==> src/rtl/vga_pkg.sv <==
// Shared 640x480@60 raster constants and types for the VGA timing block.
package vga_pkg;

  localparam int unsigned VGA_H_VIS = 640;
  localparam int unsigned VGA_H_FP  = 16;
  localparam int unsigned VGA_H_SW  = 96;
  localparam int unsigned VGA_H_BP  = 48;
  localparam int unsigned VGA_V_VIS = 480;
  localparam int unsigned VGA_V_FP  = 10;
  localparam int unsigned VGA_V_SW  = 2;
  localparam int unsigned VGA_V_BP  = 33;

  localparam int unsigned VGA_H_TOTAL = VGA_H_VIS + VGA_H_FP + VGA_H_SW + VGA_H_BP;
  localparam int unsigned VGA_V_TOTAL = VGA_V_VIS + VGA_V_FP + VGA_V_SW + VGA_V_BP;

  localparam int unsigned RGB_W = 3;
  localparam int unsigned CNT_W = 10;

  // Both syncs are active-low on the 640x480@60 mode.
  localparam logic SYNC_ACTIVE = 1'b0;

  typedef logic [CNT_W-1:0] cnt_t;
  typedef logic [RGB_W-1:0] rgb_t;

  typedef struct packed {
    logic hs;
    logic vs;
    logic vo;
  } raster_t;

  function automatic logic in_window(cnt_t c, int unsigned lo, int unsigned len);
    return (32'(c) >= lo) && (32'(c) < lo + len);
  endfunction

endpackage

==> src/rtl/vga_delay_line.sv <==
// Enable-gated shift register; DEPTH of 0 degenerates to a wire.
module vga_delay_line #(
  parameter int unsigned       WIDTH   = 3,
  parameter int unsigned       DEPTH   = 0,
  parameter logic [WIDTH-1:0]  RST_VAL = '0
) (
  input  logic             clk,
  input  logic             rst,
  input  logic             en,
  input  logic [WIDTH-1:0] d,
  output logic [WIDTH-1:0] q
);

  if (DEPTH == 0) begin : g_pass
    logic unused_ctrl;
    always_comb unused_ctrl = ^{clk, rst, en};
    always_comb q = d;
  end else begin : g_shift
    logic [WIDTH-1:0] stage [DEPTH];

    always_ff @(posedge clk) begin
      if (rst) begin
        for (int unsigned i = 0; i < DEPTH; i++) stage[i] <= RST_VAL;
      end else if (en) begin
        stage[0] <= d;
        for (int unsigned i = 1; i < DEPTH; i++) stage[i] <= stage[i-1];
      end
    end

    always_comb q = stage[DEPTH-1];
  end

endmodule

==> src/rtl/vga_timing.sv <==
// VGA raster timing: pixel divider, h/v counters, and latency-matched
// registered sync/colour outputs.
module vga_timing
  import vga_pkg::*;
#(
  parameter int unsigned DIV   = 2,
  parameter int unsigned H_VIS = VGA_H_VIS,
  parameter int unsigned H_FP  = VGA_H_FP,
  parameter int unsigned H_SW  = VGA_H_SW,
  parameter int unsigned H_BP  = VGA_H_BP,
  parameter int unsigned V_VIS = VGA_V_VIS,
  parameter int unsigned V_FP  = VGA_V_FP,
  parameter int unsigned V_SW  = VGA_V_SW,
  parameter int unsigned V_BP  = VGA_V_BP,
  parameter int unsigned LAT   = 0
) (
  input  logic       clk,
  input  logic       rst,
  output logic [9:0] px,
  output logic [9:0] py,
  output logic       pix_tick,
  output logic       video_on,
  output logic       frame_start,
  input  logic [2:0] rgb_in,
  output logic [2:0] rgb_out,
  output logic       hsync,
  output logic       vsync
);

  localparam int unsigned H_TOTAL = H_VIS + H_FP + H_SW + H_BP;
  localparam int unsigned V_TOTAL = V_VIS + V_FP + V_SW + V_BP;
  localparam int unsigned DIV_W   = (DIV > 1) ? $clog2(DIV) : 1;

  localparam logic [DIV_W-1:0] DIV_LAST = DIV_W'(DIV - 1);
  localparam cnt_t             H_LAST   = cnt_t'(H_TOTAL - 1);
  localparam cnt_t             V_LAST   = cnt_t'(V_TOTAL - 1);
  localparam raster_t          RAW_IDLE = '{hs: ~SYNC_ACTIVE, vs: ~SYNC_ACTIVE, vo: 1'b0};

  logic [DIV_W-1:0] divcnt, divcnt_nxt;
  cnt_t             hcnt, vcnt;
  raster_t          raw, aligned;

  always_comb divcnt_nxt = (divcnt == DIV_LAST) ? '0 : divcnt + 1'b1;

  // pix_tick is registered from the next divider value so it equals
  // (divcnt == DIV-1) in normal running yet stays low through reset, even for DIV=1.
  always_ff @(posedge clk) begin
    if (rst) begin
      divcnt   <= '0;
      pix_tick <= 1'b0;
    end else begin
      divcnt   <= divcnt_nxt;
      pix_tick <= (divcnt_nxt == DIV_LAST);
    end
  end

  always_ff @(posedge clk) begin
    if (rst) begin
      hcnt <= '0;
      vcnt <= '0;
    end else if (pix_tick) begin
      if (hcnt == H_LAST) begin
        hcnt <= '0;
        vcnt <= (vcnt == V_LAST) ? '0 : vcnt + 1'b1;
      end else begin
        hcnt <= hcnt + 1'b1;
      end
    end
  end

  always_comb begin
    raw.hs = in_window(hcnt, H_VIS + H_FP, H_SW) ? SYNC_ACTIVE : ~SYNC_ACTIVE;
    raw.vs = in_window(vcnt, V_VIS + V_FP, V_SW) ? SYNC_ACTIVE : ~SYNC_ACTIVE;
    raw.vo = (32'(hcnt) < H_VIS) && (32'(vcnt) < V_VIS);
  end

  always_comb begin
    px          = hcnt;
    py          = vcnt;
    video_on    = raw.vo;
    frame_start = pix_tick && (hcnt == H_LAST) && (vcnt == V_LAST);
  end

  vga_delay_line #(
    .WIDTH   ($bits(raster_t)),
    .DEPTH   (LAT),
    .RST_VAL (RAW_IDLE)
  ) u_align (
    .clk (clk),
    .rst (rst),
    .en  (pix_tick),
    .d   (raw),
    .q   (aligned)
  );

  // Blanking selects a constant, so an unknown rgb_in outside the active area never reaches the pins.
  always_ff @(posedge clk) begin
    if (rst) begin
      hsync   <= ~SYNC_ACTIVE;
      vsync   <= ~SYNC_ACTIVE;
      rgb_out <= '0;
    end else if (pix_tick) begin
      hsync   <= aligned.hs;
      vsync   <= aligned.vs;
      rgb_out <= aligned.vo ? rgb_in : '0;
    end
  end

endmodule

==> config.mk <==
export PLATFORM = sky130hd
export DESIGN_NAME = vga_timing
export DESIGN_NICKNAME = d
export VERILOG_FILES = /design/src/rtl/vga_pkg.sv /design/src/rtl/vga_delay_line.sv /design/src/rtl/vga_timing.sv
export SDC_FILE = /design/constraint.sdc
export NUM_CORES = 1
export LEC_CHECK = 0
export BUFFER_PORTS_ARGS = -buffer_cell sky130_fd_sc_hd__buf_2
export CORE_MARGIN = 2
export CORE_UTILIZATION = 40
export DETAILED_ROUTE_END_ITERATION = 6
export HOLD_SLACK_MARGIN = 0.12
export PLACE_DENSITY = 0.71
export SLEW_MARGIN = 20
export SYNTH_ARGS = -nofsm -noshare
export SYNTH_HDL_FRONTEND = slang
export SYNTH_SLANG_ARGS = --single-unit
export TNS_END_PERCENT = 100
==> constraint.sdc <==
create_clock -name clk -period 5.3 [get_ports clk]
set_input_delay 0.265 -clock clk [delete_from_list [all_inputs] [get_ports clk]]
set_output_delay 0.265 -clock clk [all_outputs]
set_load 0.05 [all_outputs]
==> metrics.csv, run 1 <==
stage;metric;value;unit
clock_network;Post-CTS Repair Setup Buffers;0;
floorplanning;Rows;20;
global_route;GRT met3 Usage;2.56;%
logic_synthesis;Synth Area per Inst;8.88;um^2
floorplanning;Initial Util;42.1;%
critical_path;nature of the critical path endpoint;primary output;
floorplanning;I/O pins;33;
logic_synthesis;Mapped Area;1300;um^2
clock_network;Root Buffer Master;clkbuf_4;
outcome;status;completed;
cells_and_area;commonest cells after routing, fill and taps aside;buf_2, dfxtp_1, nor2_1;
clock_network;count of hold-fix buffers inserted at cts;0;
cells_and_area;fin cells;218;
hold_path;Worst Hold Class;in -> reg;
floorplanning;Core ar.;3080;um^2
logic_synthesis;post-synthesis sequential area ratio;40.2;%
global_route;Most Crowded Layer GR;met2;
clock_network;# resized after CTS;0;
floorplanning;die area;3710;um^2
sta;slew margin rel.;57.2;%
cells_and_area;commonest non-fill, non-tap cell in the layout;buf_2;
cells_and_area;layout cells sized above 1;23.6;%
critical_path;CP max stage delay;0.63;ns
critical_path;slowest cell on the critical path;or4b_4;
clock_network;CTS tree;yes;
logic_synthesis;Yosys reg bits;26;
sta;max-slew violation count;0;
critical_path;critical path, cell by cell;or4b_4 > nor4_2 > and4_1 > buf_2;
hold_path;Worst Hold Depth;2;
route;Iter 0 DRT Violations;48;
global_route;first-pass GRT wire length;5040;um
sta;Worst Tran Pin Value;0.642;ns
cells_and_area;ant diodes;0;
global_route;initial antenna violation count;0;
route;DRC;0;
clock_network;clock buffer count from CTS;3;
cells_and_area;Area Growth Syn to Fin;15.7;%
clock_network;Skew-Pair Late Insertion Delay;0.33;ns
cells_and_area;fin util;48.7;%
critical_path;Worst Setup Path Type;reg -> out;
global_route;GR Util met1;23.9;%
power_and_ir_drop;Leak;0.569;nW
route;DR vias/cell;5.58;
flow_run;number of max-cap violations;0;
logic_synthesis;Synth Instances;146;
sta;Tcrit/Tclk final;50.8;%
power_and_ir_drop;Pwr Density;222;nW/um^2
sta;fmax;0.371;GHz
global_route;grt ovf;0;
sta;setup violators final;0;
critical_path;CP Data Required Time;5.04;ns
clock_network;clock slew at reported path FFs;0.13;ns
placement;HPWL after DPL;2250;um
global_route;M2 GR Usage;29.8;%
global_route;largest net degree at the start of global routing;18;
route;via count;1216;
critical_path;Critical Path Source Type;register;
critical_path;Crit Path Max Fanout;9;
sta;RSZ-0062 raised after global routing;false;
clock_network;H-tree levels;1;
clock_network;Clock Path Buffers;2;
route;antenna-violating nets left;0;
logic_synthesis;Ys Warns;0;
route;drt pass-1 iters;4;
clock_network;Clock Sinks;26;
placement;DP Worst Slack;2.98;ns
logic_synthesis;Syn Nets;156;
critical_path;CP Data Arrival Time;2.43;ns
floorplanning;Die W;60.9;um
placement;Final Wtd Congestion;0.758;
power_and_ir_drop;worst ir drop on vdd;0.000106;V
sta;Final Hold Fails;0;
logic_synthesis;Yosys cell types;34;
sta;Setup WS post-layout;2.61;ns
floorplanning;die height;60.9;um
sta;Clock Skew;0.00674;ns
critical_path;Worst R2R Path Depth;4;
sta;Final TNS setup;0;ns
global_route;vias in the first global route;1094;
cells_and_area;FILL cells;316;
sta;Final min period;2.69;ns
placement;placed cells;214;
global_route;GRT Util Overall;18.3;%
route;total wire length;3100;um
placement;IO buf count;32;
cells_and_area;Layout Nets;185;
route;WL/cell;14.2;um
cell type report:
cell class,instances,area (um^2),area share (%)
Multi-Input combinational cell,107,709,47.3
Sequential cell,26,520,34.7
Timing Repair Buffer,32,160,10.7
Tap cell,44,55.1,3.67
Clock buffer,4,36.3,2.42
Inverter,5,18.8,1.25
routing by layer:
| layer | share of wire, % | vias to the layer above |
|---|---|---|
| met2 | 49 | 43 |
| met3 | 4.5 | 7 |
| met1 | 44 | 590 |
| met4 | 1.7 | 0 |
| met5 | 0 | - |
| li1 | - | 576 |
critical path: cells and delay by family, from the launching register on:
| family | cells | cell delay (ns) |
|---|---|---|
| simple gates | 3 | 1.43 |
| buf+inv | 1 | 0.26 |
| flops | 1 | 0.42 |
power breakdown:
part	switching (W)	internal [W]	total, W
registers	0.00000592	0.000199	0.000205
logic	0.0000196	0.00000750	0.0000271
clock network	0.0000598	0.0000421	0.000102
total	0.0000853	0.000248	0.000334
path summary, 6_finish.rpt:
check | endpoint | start | slack (ns)
worst max-delay path | frame_start | px[5]$_SDFFE_PP0P_ | 2.61
worst max register to register | py[2]$_SDFFE_PP0P_ | px[5]$_SDFFE_PP0P_ | 3.09
worst min-delay path | rgb_out[1]$_SDFFE_PP0P_ | rgb_in[1] | 0.15
worst min register to register | rgb_out[1]$_SDFFE_PP0P_ | rgb_out[1]$_SDFFE_PP0P_ | 0.50
state kept, by name, indices dropped and copies added, names as in the netlist:
signal   cells
vsync        1
hsync        1
rgb_out      3
px          10
divcnt       1
py          10
kinds of logic (layout without fill, tap and decap cells):
| group | count (synthesis) | count (layout) | synth area share (%) |
|---|---|---|---|
| AO/OA/AOI/OAI | 15 | 15 | 7.92 |
| XOR/XNOR | 15 | 15 | 10.1 |
| adder cells (fa/ha/maj) | 5 | 5 | 4.83 |
| buffers and inverters | 13 | 41 | 5.12 |
| flip-flops | 26 | 26 | 40.2 |
| multiplexers | 2 | 2 | 1.54 |
| AND/OR/NAND/NOR | 70 | 70 | 30.3 |
cells in the mapped netlist (all sizes together):
library cell | instances | share of area (%)
nand2 | 7 | 2.0
ha | 5 | 4.8
nand2b | 2 | 0.97
inv | 5 | 1.4
buf | 5 | 2.8
o311ai | 1 | 0.68
nand4 | 11 | 5.3
nor4 | 7 | 3.9
nand3 | 4 | 1.5
nor3 | 6 | 2.3
or3 | 3 | 1.4
or4b | 1 | 1.1
or4 | 2 | 1.7
nor3b | 1 | 0.58
a21oi | 4 | 1.5
a22o | 3 | 2.0
or2 | 1 | 0.48
dfxtp | 26 | 40
and2 | 1 | 0.48
xor2 | 3 | 2.0
and4 | 2 | 1.4
o21ai | 3 | 1.2
clkbuf | 3 | 0.87
mux2i | 2 | 1.5
nor4b | 2 | 1.4
xnor2 | 12 | 8.1
o2111ai | 1 | 0.68
nor2 | 20 | 5.8
o21a | 1 | 0.58
a41o | 1 | 0.77
a31oi | 1 | 0.48
per-stage QoR:
stage | hold WS, ns | area (um^2) | total power [W]
3_3_place_gp | 0.458 | 1460 | 0.000235
2_1_floorplan | 0.334 | 1300 | 0.000228
6_report | 0.146 | 1500 | 0.000334
3_5_place_dp | 0.472 | 1460 | 0.000236
5_1_grt | 0.126 | 1500 | 0.000350
4_1_cts | 0.142 | 1500 | 0.000336
No activity file was read; power rests on OpenSTA's default activity.
==> inputs of run 2 (changes only) <==
Settings changed: ABC_AREA set to 1, PLACE_DENSITY 0.71 to 0.72.
Clock period 5.3 ns to 2.17 ns, I/O delays scaled along.
==> run 2 against run 1 <==
Against the previous run:
- final cell count up 35%
- via count grew 14%
- utilization up 1.6 points
- global-route usage down 1.5 points
- largest power group unchanged
==> metrics.csv, run 2 <==
stage;metric;value;unit;change
route;Iter 0 DRT Violations;77;;+60%
power_and_ir_drop;Int Power;0.000605;W;+140%
sta;Final TNS setup;0;ns;unchanged
route;WL/cell;11.3;um;-21%
cells_and_area;commonest cells after routing, fill and taps aside;nand2_1, nor2_1, buf_2;;
clock_network;# resized after CTS;0;;unchanged
logic_synthesis;number of synthesized flops with an enable pin;0;;unchanged
logic_synthesis;Syn Nets;222;;+42%
clock_network;clock slew at reported path FFs;0.13;ns;about the same
critical_path;nature of the critical path endpoint;primary output;;
sta;setup violators final;0;;unchanged
floorplanning;die height;64.1;um;+5.2%
sta;Final Hold Fails;0;;unchanged
clock_network;H-tree levels;1;;unchanged
global_route;initial antenna violation count;0;;unchanged
sta;RSZ-0062 raised after global routing;false;;
critical_path;Crit path max-delay family;simple AND/OR/NAND/NOR gates;;
hold_path;Worst Hold Class;in -> reg;;
logic_synthesis;dominant cell type by area after synthesis;dfxtp_1;;
critical_path;Worst R2R Path Depth;8;;+4
power_and_ir_drop;Clock power frac;30.1;%;-0.4 points
critical_path;worst path bufs/invs;1;;unchanged
cells_and_area;Reg area;520;um^2;unchanged
logic_synthesis;Ys Warns;0;;unchanged
critical_path;FF-to-FF Start;px[0]$_SDFFE_PP0P_;;
logic_synthesis;cell with the most instances after synthesis;nand2_1;;
hold_path;Hold EP;px[2]$_SDFFE_PP0P_;;
route;drt pass-1 iters;4;;unchanged
route;antenna-violating nets left;0;;unchanged
placement;IO buf count;32;;unchanged
logic_synthesis;Mapped Area;1440;um^2;+11%
cells_and_area;ant diodes;0;;unchanged
logic_synthesis;Synth top cells by count;nand2_1, nor2_1, inv_1, dfxtp_1, nand3_1;;
logic_synthesis;Yosys reg bits;26;;unchanged
floorplanning;Core ar.;3390;um^2;+10%
power_and_ir_drop;Pwr Density;471;nW/um^2;+110%
global_route;vias in the first global route;1208;;+10%
critical_path;reg-to-reg setup timing slack;0.59;ns;-2.50 ns
cells_and_area;multi-input logic area;777;um^2;+9.5%
logic_synthesis;Async SR Flop Fraction;0;%;unchanged
critical_path;Crit Path Max Fanout;5;;-4
power_and_ir_drop;Comb pwr share;8.4;%;+0.3 points
placement;Final Wtd Congestion;0.903;;+19%
route;total wire length;3320;um;+7.0%
sta;fmax;0.513;GHz;
sta;Final min period;1.95;ns;
critical_path;Critical Path Source Type;register;;
critical_path;critical path, cell by cell;ha_1 > nand2_2 > nor3_1 > nand3_1 > nor2_1 > buf_2;;
sta;Tcrit/Tclk final;89.9;%;
floorplanning;die area;4110;um^2;+11%
cells_and_area;FILL cells;354;;+12%
flow_run;number of max-cap violations;0;;unchanged
outcome;status;completed;;
cells_and_area;fin cells;294;;+35%
logic_synthesis;ys flop type;dfxtp_1;;
logic_synthesis;post-synthesis sequential area ratio;36.0;%;-4.1 points
power_and_ir_drop;Leak;0.771;nW;+35%
placement;placed cells;287;;+34%
critical_path;CP max stage delay;0.43;ns;-0.20 ns
critical_path;CP Data Arrival Time;1.84;ns;-0.59 ns
power_and_ir_drop;Psw;0.000197;W;+130%
hold_path;Worst Hold Launch;rst;;
clock_network;clock buffer count from CTS;3;;unchanged
logic_synthesis;Yosys cell types;26;;-24%
critical_path;r2r endpoint;py[2]$_SDFFE_PP0P_;;
critical_path;stages on the worst setup path;6;;+2
route;DR vias/cell;4.72;;-15%
cells_and_area;Area Growth Syn to Fin;18.1;%;
logic_synthesis;Synth top area share;36.0;%;-4.1 points
global_route;grt ovf;0;;unchanged
global_route;largest net degree at the start of global routing;16;;-2
hold_path;Worst Hold Depth;2;;unchanged
sta;max-slew violation count;0;;unchanged
route;via count;1389;;+14%
sta;slew margin rel.;75.3;%;+18 points
cells_and_area;commonest non-fill, non-tap cell in the layout;nand2_1;;
placement;HPWL after DPL;2530;um;+12%
sta;Clock Skew;0.00161;ns;-0.00513 ns
global_route;GRT Util Overall;16.8;%;-1.5 points
clock_network;Clock Path Buffers;2;;unchanged
floorplanning;Die W;64.1;um;+5.2%
floorplanning;Initial Util;42.6;%;+0.48 points
logic_synthesis;Synth Area per Inst;6.81;um^2;-23%
critical_path;CP Data Required Time;2.06;ns;-2.98 ns
power_and_ir_drop;Seq pwr share;61.5;%;+0.2 points
global_route;first-pass GRT wire length;5460;um;+8.3%
clock_network;CTS tree;yes;;
clock_network;Clock Sinks;26;;unchanged
critical_path;Worst Setup Path Type;reg -> out;;
power_and_ir_drop;worst ir drop on vdd;0.000197;V;+86%
clock_network;Post-CTS Repair Setup Buffers;0;;unchanged
power_and_ir_drop;sw frac;24.6;%;-0.97 points
floorplanning;I/O pins;33;;unchanged
critical_path;slowest cell on the critical path;dfxtp_1;;
logic_synthesis;Synth Instances;212;;+45%
cells_and_area;layout cells sized above 1;21.0;%;-2.6 points
logic_synthesis;top cells by area, synth;dfxtp_1, nand2_1, nor2_1, inv_1, nand3_1;;
sta;Worst Tran Pin Value;0.370;ns;-0.272 ns
route;DRC;0;;unchanged
cells_and_area;Layout Nets;259;;+40%
clock_network;Root Buffer Master;clkbuf_4;;
floorplanning;Rows;21;;+5.0%
clock_network;Skew-Pair Late Insertion Delay;0.32;ns;about the same
run 2: power by group through the flow:
stage                     clock [W]  sequential (W)  combinational (W)
after floorplan                   0        0.000526          0.0000247
after global placement            0        0.000503          0.0000634
after detailed placement          0        0.000504          0.0000629
after CTS                  0.000247        0.000494          0.0000675
after global routing       0.000263        0.000495          0.0000736
final                      0.000241        0.000493          0.0000677
run 2: logic make-up (layout without fill, tap and decap cells):
family	Yosys count	after routing	synth area share, %
AND/OR/NAND/NOR	121	121	39.1
buffers and inverters	36	72	10.1
flip-flops	26	26	36.0
adder cells (fa/ha/maj)	5	5	4.33
AO/OA/AOI/OAI	20	20	7.97
XOR/XNOR	4	4	2.43
run 2: worst max path at each step:
stage,startpoint,to
after floorplan,px[0]$_SDFFE_PP0P_,frame_start
after global placement,py[0]$_SDFFE_PP0P_,frame_start
after detailed placement,px[0]$_SDFFE_PP0P_,frame_start
after CTS,px[0]$_SDFFE_PP0P_,frame_start
after global routing,px[0]$_SDFFE_PP0P_,frame_start
final,px[0]$_SDFFE_PP0P_,frame_start
run 2: layer usage:
layer / vias up / wire length (um) / global-route usage [%]
met1: 611 / 1600 / 23.8
met2: 27 / 1510 / 26.7
li1: 745 / - / -
met5: - / 0 / 0
met3: 6 / 156 / 2.11
met4: 0 / 49 / 4.89
run 2: cell type report:
cell class,instances,area share [%]
multi-input combinational,150,45.6
timing repair buffer,35,11.2
inverter,33,7.26
sequential,26,30.5
tap,46,3.37
clock buffer,4,2.13
run 2: timing repair:
action                                  in CTS  in global routing
endpoints found under the setup margin       0                  0
hold endpoints to repair                     3                  0
hold buffers                                 3                  0
run 2: metrics by stage:
step	cell area (um^2)	power (W)	setup WS, ns	utilization (%)	hold slack (ns)
CTS	1710	0.000808	0.239	50.3	0.141
global placement	1640	0.000567	0.645	48.4	0.327
global route	1710	0.000831	0.0532	50.3	0.153
detailed placement	1640	0.000567	0.610	48.4	0.330
finish	1710	0.000802	0.219	50.3	0.139
floorplan	1440	0.000550	0.0670	-	0.220
run 2: worst reg2reg max path, delay by kind of cell (launching register included):
| family | cells | cell delay [ns] |
|---|---|---|
| flops | 1 | 0.43 |
| fa+ha+maj | 1 | 0.23 |
| simple gates | 7 | 0.83 |
==> inputs of run 3 (changes only) <==
Settings changed: ABC_AREA 1 to not set, PLACE_DENSITY 0.72 to 0.73.
==> run 3 against run 2 <==
Against the previous run:
- sequential power about the same
- utilization grew 2.9 points
- largest cell class unchanged
- clock power up 5%
- maximum frequency down 8.8%
- via count decreased by 12%
- clock skew increased by 0.0073 ns
==> metrics.csv, run 3 (synthesis gave the netlist of run 1 again) <==
stage;metric;value;unit;change
power_and_ir_drop;worst ir drop on vdd;0.000359;V;+82%
sta;Final Hold Fails;0;;unchanged
clock_network;Skew-Pair Late Insertion Delay;0.33;ns;about the same
cells_and_area;commonest non-fill, non-tap cell in the layout;buf_2;;
sta;Worst Tran Pin Value;0.751;ns;+0.381 ns
floorplanning;die height;60.9;um;-4.9%
global_route;GRT Util Overall;17.9;%;+1.0 points
clock_network;Clock Sinks;26;;unchanged
route;via count;1225;;-12%
sta;slew margin rel.;49.5;%;-26 points
floorplanning;Rows;20;;-4.8%
placement;Final Wtd Congestion;0.841;;-6.8%
critical_path;Worst Setup Path Type;reg -> out;;
sta;setup violators final;0;;unchanged
floorplanning;Core ar.;3080;um^2;-9.2%
placement;IO buf count;32;;unchanged
route;antenna-violating nets left;0;;unchanged
cells_and_area;layout cells sized above 1;31.0;%;+10 points
clock_network;H-tree levels;1;;unchanged
global_route;largest net degree at the start of global routing;15;;-1
sta;Tcrit/Tclk final;98.5;%;+8.7 points
floorplanning;Initial Util;42.1;%;-0.48 points
outcome;status;completed;;
floorplanning;I/O pins;33;;unchanged
route;WL/cell;13.5;um;+20%
power_and_ir_drop;Leak;0.647;nW;-16%
sta;fmax;0.468;GHz;-8.8%
critical_path;CP Data Arrival Time;2.03;ns;+0.19 ns
route;total wire length;3130;um;-5.9%
global_route;initial antenna violation count;0;;unchanged
route;drt pass-1 iters;4;;unchanged
route;Iter 0 DRT Violations;37;;-52%
clock_network;clock buffer count from CTS;3;;unchanged
cells_and_area;ant diodes;0;;unchanged
critical_path;nature of the critical path endpoint;primary output;;
route;DR vias/cell;5.30;;+12%
global_route;grt ovf;0;;unchanged
sta;max-slew violation count;0;;unchanged
hold_path;Worst Hold Class;reg -> reg;;
sta;RSZ-0062 raised after global routing;false;;
critical_path;CP Data Required Time;2.06;ns;about the same
route;DRC;0;;unchanged
global_route;vias in the first global route;1084;;-10%
placement;HPWL after DPL;2180;um;-14%
sta;Clock Skew;0.00888;ns;+0.00727 ns
clock_network;Clock Path Buffers;2;;unchanged
critical_path;Crit Path Max Fanout;5;;unchanged
cells_and_area;commonest cells after routing, fill and taps aside;buf_2, nor2_1, dfxtp_1;;
clock_network;Root Buffer Master;clkbuf_4;;
global_route;first-pass GRT wire length;4940;um;-9.5%
clock_network;CTS tree;yes;;
critical_path;Critical Path Source Type;register;;
sta;Final min period;2.14;ns;+0.188 ns
sta;Final TNS setup;0;ns;unchanged
power_and_ir_drop;Pwr Density;504;nW/um^2;+7.2%
flow_run;number of max-cap violations;0;;unchanged
floorplanning;die area;3710;um^2;-9.6%
floorplanning;Die W;60.9;um;-4.9%
cells_and_area;Layout Nets;198;;-24%
power_and_ir_drop;total chip power;0.000826;W;+2.9%
cells_and_area;fin util;53.2;%;+2.9 points
cells_and_area;Area Growth Syn to Fin;26.4;%;
clock_network;clock slew at reported path FFs;0.15;ns;+0.02 ns
run 3: path summary, 6_finish.rpt:
kind         slack (ns)  depth (start not counted)                      end               startpoint
min reg2reg        0.50                          1  rgb_out[2]$_SDFFE_PP0P_  rgb_out[2]$_SDFFE_PP0P_
max reg2reg        0.05                          5       py[8]$_SDFFE_PP0P_       px[5]$_SDFFE_PP0P_
min                0.50                          1  rgb_out[2]$_SDFFE_PP0P_  rgb_out[2]$_SDFFE_PP0P_
max                0.03                          4              frame_start       px[5]$_SDFFE_PP0P_
run 3: layout make-up:
type	instances	area (um^2)
multi-input combinational	107	723
timing repair buffer	45	274
inverter	5	18.8
tap	44	55.1
fill	281	1440
clock buffer	4	36.3
sequential	26	531
run 3: repair_timing:
action                                  in CTS  in global routing
gates resized for setup                      3                  1
hold buffers                                 4                  0
endpoints found under the setup margin       1                  2
endpoints found under the hold margin        7                  0
pin swaps                                    2                  2
setup buffers                                3                  2
run 3: where the power goes:
part,switching (W),internal [W]
clock,0.000149,0.000103
combinational,0.0000530,0.0000245
sequential,0.0000112,0.000485
run 3: per-stage QoR:
step	instances	area [um^2]	setup slack, ns	hold slack (ns)
CTS	229	1620	0.0259	0.501
global route	231	1640	0.000631	0.531
detailed placement	218	1510	0.161	0.324
finish	231	1640	0.0315	0.505
floorplan	146	1310	0.0310	0.170
global placement	218	1510	0.209	0.322
run 3: worst max-delay path, cell delays in order, from the launching register on:
cell and delay (ns):
dfxtp_4 0.39, or4b_4 0.56, nor4_4 0.33, and4_4 0.27, buf_6 0.15
run 3: routing by layer:
layer | part of all wire, % | up-vias | GRT usage, % | routed length, um
li1 | - | 604 | - | -
met1 | 44 | 576 | 22.4 | 1370
met2 | 50 | 39 | 30.0 | 1560
met3 | 5.1 | 6 | 4.05 | 159
met4 | 0.93 | 0 | 6.52 | 29
met5 | 0 | - | 0 | 0
